==> config.mk <==
export PLATFORM = sky130hd
export DESIGN_NAME = score_streamer
export DESIGN_NICKNAME = d
export VERILOG_FILES = /design/src/rtl/score_streamer.sv
export SDC_FILE = /design/constraint.sdc
export NUM_CORES = 1
export LEC_CHECK = 0
export CAP_MARGIN = 0
export CORE_ASPECT_RATIO = 1.5
export CORE_MARGIN = 5
export CORE_UTILIZATION = 45
export DETAILED_ROUTE_END_ITERATION = 10
export PLACE_DENSITY = 0.69
export SYNTH_ARGS = -nofsm -noshare
export SYNTH_HDL_FRONTEND = slang
export SYNTH_SLANG_ARGS = --single-unit
==> constraint.sdc <==
create_clock -name clk -period 10.4 [get_ports clk]
set_input_delay 1.56 -clock clk [delete_from_list [all_inputs] [get_ports clk]]
set_output_delay 1.56 -clock clk [all_outputs]
set_load 0.01 [all_outputs]
==> src/rtl/score_streamer.sv <==
// rtl/score_streamer.sv - streams a score vector one element per cycle
// into the argmax stage, with one pending slot for back-to-back vectors.
module score_streamer #(
    parameter int DATA_WIDTH  = 32,
    parameter int CELL_AMOUNT = 4
) (
    input  logic                              clk,
    input  logic                              reset,
    input  logic [CELL_AMOUNT*DATA_WIDTH-1:0] vector_in,
    input  logic                              vector_valid,
    output logic                              vector_ready,
    output logic [DATA_WIDTH-1:0]             out_index,
    output logic [DATA_WIDTH-1:0]             out_value,
    output logic                              out_enable,
    output logic                              busy
);

    localparam int CW = $clog2(CELL_AMOUNT);
    localparam logic [CW-1:0] LAST = CW'(CELL_AMOUNT - 1);

    typedef enum logic {IDLE, STREAM} state_t;

    state_t                            state;
    logic [CW-1:0]                     cnt;
    logic [DATA_WIDTH-1:0]             active [CELL_AMOUNT];
    logic [CELL_AMOUNT*DATA_WIDTH-1:0] pending;
    logic                              pending_full;
    logic                              take;

    assign vector_ready = !reset && !pending_full;
    assign take         = vector_valid && vector_ready;
    assign busy         = (state == STREAM) || pending_full;

    always_ff @(posedge clk) begin
        if (reset) begin
            state        <= IDLE;
            cnt          <= '0;
            pending_full <= 1'b0;
            out_index    <= '0;
            out_value    <= '0;
            out_enable   <= 1'b0;
        end else begin
            case (state)
                IDLE: begin
                    if (take) begin
                        for (int i = 0; i < CELL_AMOUNT; i++)
                            active[i] <= vector_in[i*DATA_WIDTH +: DATA_WIDTH];
                        out_index  <= '0;
                        out_value  <= vector_in[0 +: DATA_WIDTH];
                        out_enable <= 1'b1;
                        cnt        <= CW'(1);
                        state      <= STREAM;
                    end else begin
                        out_index  <= '0;
                        out_value  <= '0;
                        out_enable <= 1'b0;
                    end
                end
                STREAM: begin
                    out_index  <= DATA_WIDTH'(cnt);
                    out_value  <= active[cnt];
                    out_enable <= 1'b1;
                    if (cnt == LAST) begin
                        // Last element: refill from pending, else from a same-edge handshake.
                        cnt <= '0;
                        if (pending_full) begin
                            for (int i = 0; i < CELL_AMOUNT; i++)
                                active[i] <= pending[i*DATA_WIDTH +: DATA_WIDTH];
                            pending_full <= 1'b0;
                        end else if (take) begin
                            for (int i = 0; i < CELL_AMOUNT; i++)
                                active[i] <= vector_in[i*DATA_WIDTH +: DATA_WIDTH];
                        end else begin
                            state <= IDLE;
                        end
                    end else begin
                        cnt <= cnt + CW'(1);
                        if (take) begin
                            pending      <= vector_in;
                            pending_full <= 1'b1;
                        end
                    end
                end
                default: state <= IDLE;
            endcase
        end
    end

endmodule

==> metrics.md <==
| Metric | Value |
|---|---|
| Status | finished clean |
| Max_cap viols | 0 |
| Die ar. | roughly 29000 um^2 |
| Cell area after synthesis | 11700 um^2 |
| Chip Height | 207 um |
| HP Start | pending[108] |
| Vias in the first global route | 6363 |
| Setup_tns | 0 ps |
| PortBufs | 167 |
| Critical Path RT | slightly below 9000 ps |
| Seq/Total Area, Yosys | between 70% and 80% |
| Gr ovfl total | 0 |
| Initial DRC count | 298 |
| Area Overhead vs Synth | 23.6% |
| Synthesized flop and latch total | between 200 and 300 |
| First-pass GRT wire length | 36900 um |
| Num rows | just over 70 |
| Hold Crit Class | reg2reg |
| Final period utilization | approximately 45% |
| CTS tree | done |
| Num CTS Buffers | 27 |
| Post-synth cell types | 28 |
| HPWL Detailed | roughly 16000 um |
| Final Util | between 50% and 60% |
| Final-stage net count | about 950 |
| Gpl congestion | around 0.8 |
| First drt pass iteration count | 4 |
| Synth Instances | approximately 650 |
| Setup Crit Path Kind | in2out |
| WL final | 24300 um |
| Final-report max-slew violation count | 0 |
| Total GRT Usage | 16.2% |
| DRC viols | 0 |
| Core area | between 20000 and 30000 um^2 |
| Chip width | between 100 and 150 um |
| Initial antenna violation count | 5 |
| Setup bufs post-CTS | 0 |
| Initial Utilization | 45.5% |
| Clk buf depth | 3 |
| RR Startpoint | state |
| Clock root buffer | clkbuf_16 |
| Clock Sinks | 297 |
| Clock Skew | between 9 and 10 ps |
| IO Pins | between 150 and 200 |
| YS warnings | 0 |
| Pleak | ~0.005 uW |
| Setup Viol. Count Final | 0 |
| Critical path startpoint | reset |
| Post-cts repair resize count | 0 |
| Routed Antenna Nets | 0 |
| Clock latency on the worst-skew pair | roughly 520 ps |
| Crit. End Element | output port |
| Cts hold-fix bufs | 0 |
| Largest net degree at the start of global routing | 75 |
| Routed vias/inst | approximately 5.2 |
| Placed cells | ~1.1k |
| Clock Pin Slew Worst Setup and Hold Paths | about 60 ps |
| Pwr dens | about 170 nW/um^2 |
| Headroom to the max-slew limit | 33.8% |
| Minimum clock period | about 4700 ps |
| FMAX | around 0.21 GHz |
| Routed len/inst | between 20 and 25 um |
| Placed cell areas | about 14000 um^2 |
| VDD IR-drop max | around 120 uV |
| Crit Path Max Fanout | 13 |
| R2R Setup Slk | 7290 ps |
| Endpoints failing hold | 0 |
| Via count | 6076 |
| Startpoint types | input pin |
| Fin cells | roughly 1.2k |
| Final instance area | 14400 um^2 |
| Max H-tree Level | 1 |
| Post-Syn Area per Cell | 18.0 um^2 |
| Least-Margin Pin Slew | between 900 and 1000 ps |
| RSZ-0062 raised after global routing | false |
| Share of layout cells above drive strength 1 | between 10% and 20% |
| Worst EP arrival | between 3000 and 4000 ps |
[area by class of cell]
type	count	area [um^2]
Antenna cell	5	12.5
Clock buffer	35	706
Clock inverter	12	101
Fill cell	2007	11200
Inverter	1	3.75
Multi-Input combinational cell	316	2940
Sequential cell	297	8510
Tap cell	333	417
Timing Repair Buffer	177	1750
[path summary, 6_finish.rpt]
| kind | cells past startpoint | end |
|---|---|---|
| worst max register to register | 4 | active[2][10] |
| worst max-delay path | 3 | vector_ready |
| worst min register to register | 1 | active[3][12] |
| worst min-delay path | 1 | active[3][12] |
[cell usage in the layout (no fill, tap or decap), types with 2 or more instances in the layout]
master / count
nand2_1: 2
clkdlybuf4s50_1: 167
clkbuf_1: 8
conb_1: 30
mux2i_1: 32
clkbuf_16: 27
a211oi_1: 2
a211oi_4: 4
nor2_1: 36
diode_2: 5
buf_4: 10
bufinv_16: 2
dfxtp_1: 40
edfxtp_1: 256
a21oi_1: 3
clkinv_1: 7
mux2_1: 120
clkinv_2: 3
nand3b_1: 2
a221o_1: 32
mux2_2: 40
and2_1: 2
[through the flow]
stage | power [uW] | hold slack [ps] | worst slack, ps
after floorplan | 1500 | 457 | 5120
after global placement | 1610 | 504 | 5270
after detailed placement | 1620 | 510 | 5200
after CTS | 2550 | 522 | 5710
after global routing | 2610 | 531 | 5580
final | 2520 | 518 | 5720
[report_power, final]
group          internal, uW  leakage [uW]  switching, uW
registers              1350       0.00269           18.5
clock network           524      0.000393            407
logic                   113       0.00182            101
[routing by layer]
layer / share of wire, % / global-route usage, %
met2: 50 / 27.1
met3: 5.6 / 2.07
met4: 2.8 / 5.89
met5: 0 / 0
met1: 41 / 21.5
[cells by family after synthesis]
kind of cell	Yosys count	share of synthesized area (%)
compound gates	42	3.30
other cells	1	0.0321
flops	297	72.8
mux	192	18.2
buf+inv	65	3.61
simple gates	51	1.96
fa+ha+maj	1	0.107
[critical path: stages]
cell and delay [ps]:
clkdlybuf4s50_1 770, nor2_1 220, clkdlybuf4s50_1 560
[state kept, by name, indices dropped and copies added, names as in the netlist, named ones only]
name          cells
active          128
pending         128
out_value        32
cnt               2
out_index         2
out_enable        1
pending_full      1
state             1
[cells in the mapped netlist]
library cell | instances | area [um^2]
nand2b_1 | 1 | 6.26
and3_1 | 1 | 6.26
nand2_1 | 2 | 7.51
a211oi_1 | 6 | 45.0
nor3_1 | 1 | 5.00
mux2i_1 | 32 | 320
buf_2 | 10 | 50.1
buf_4 | 40 | 300
a21oi_1 | 3 | 15.0
a221o_1 | 32 | 320
nor2b_1 | 2 | 12.5
nor3_2 | 1 | 10.0
nand3_1 | 1 | 5.00
inv_1 | 1 | 3.75
o21ai_0 | 1 | 5.00
or2_2 | 1 | 6.26
and2b_1 | 1 | 7.51
ha_1 | 1 | 12.5
dfxtp_1 | 41 | 821
edfxtp_1 | 256 | 7690
mux2_1 | 120 | 1350
conb_1 | 1 | 3.75
nand3b_1 | 2 | 15.0
nor2_1 | 36 | 135
clkbuf_1 | 12 | 45.0
and2_1 | 2 | 12.5
buf_6 | 2 | 22.5
mux2_2 | 40 | 450
(Power assumes the default switching activity.)
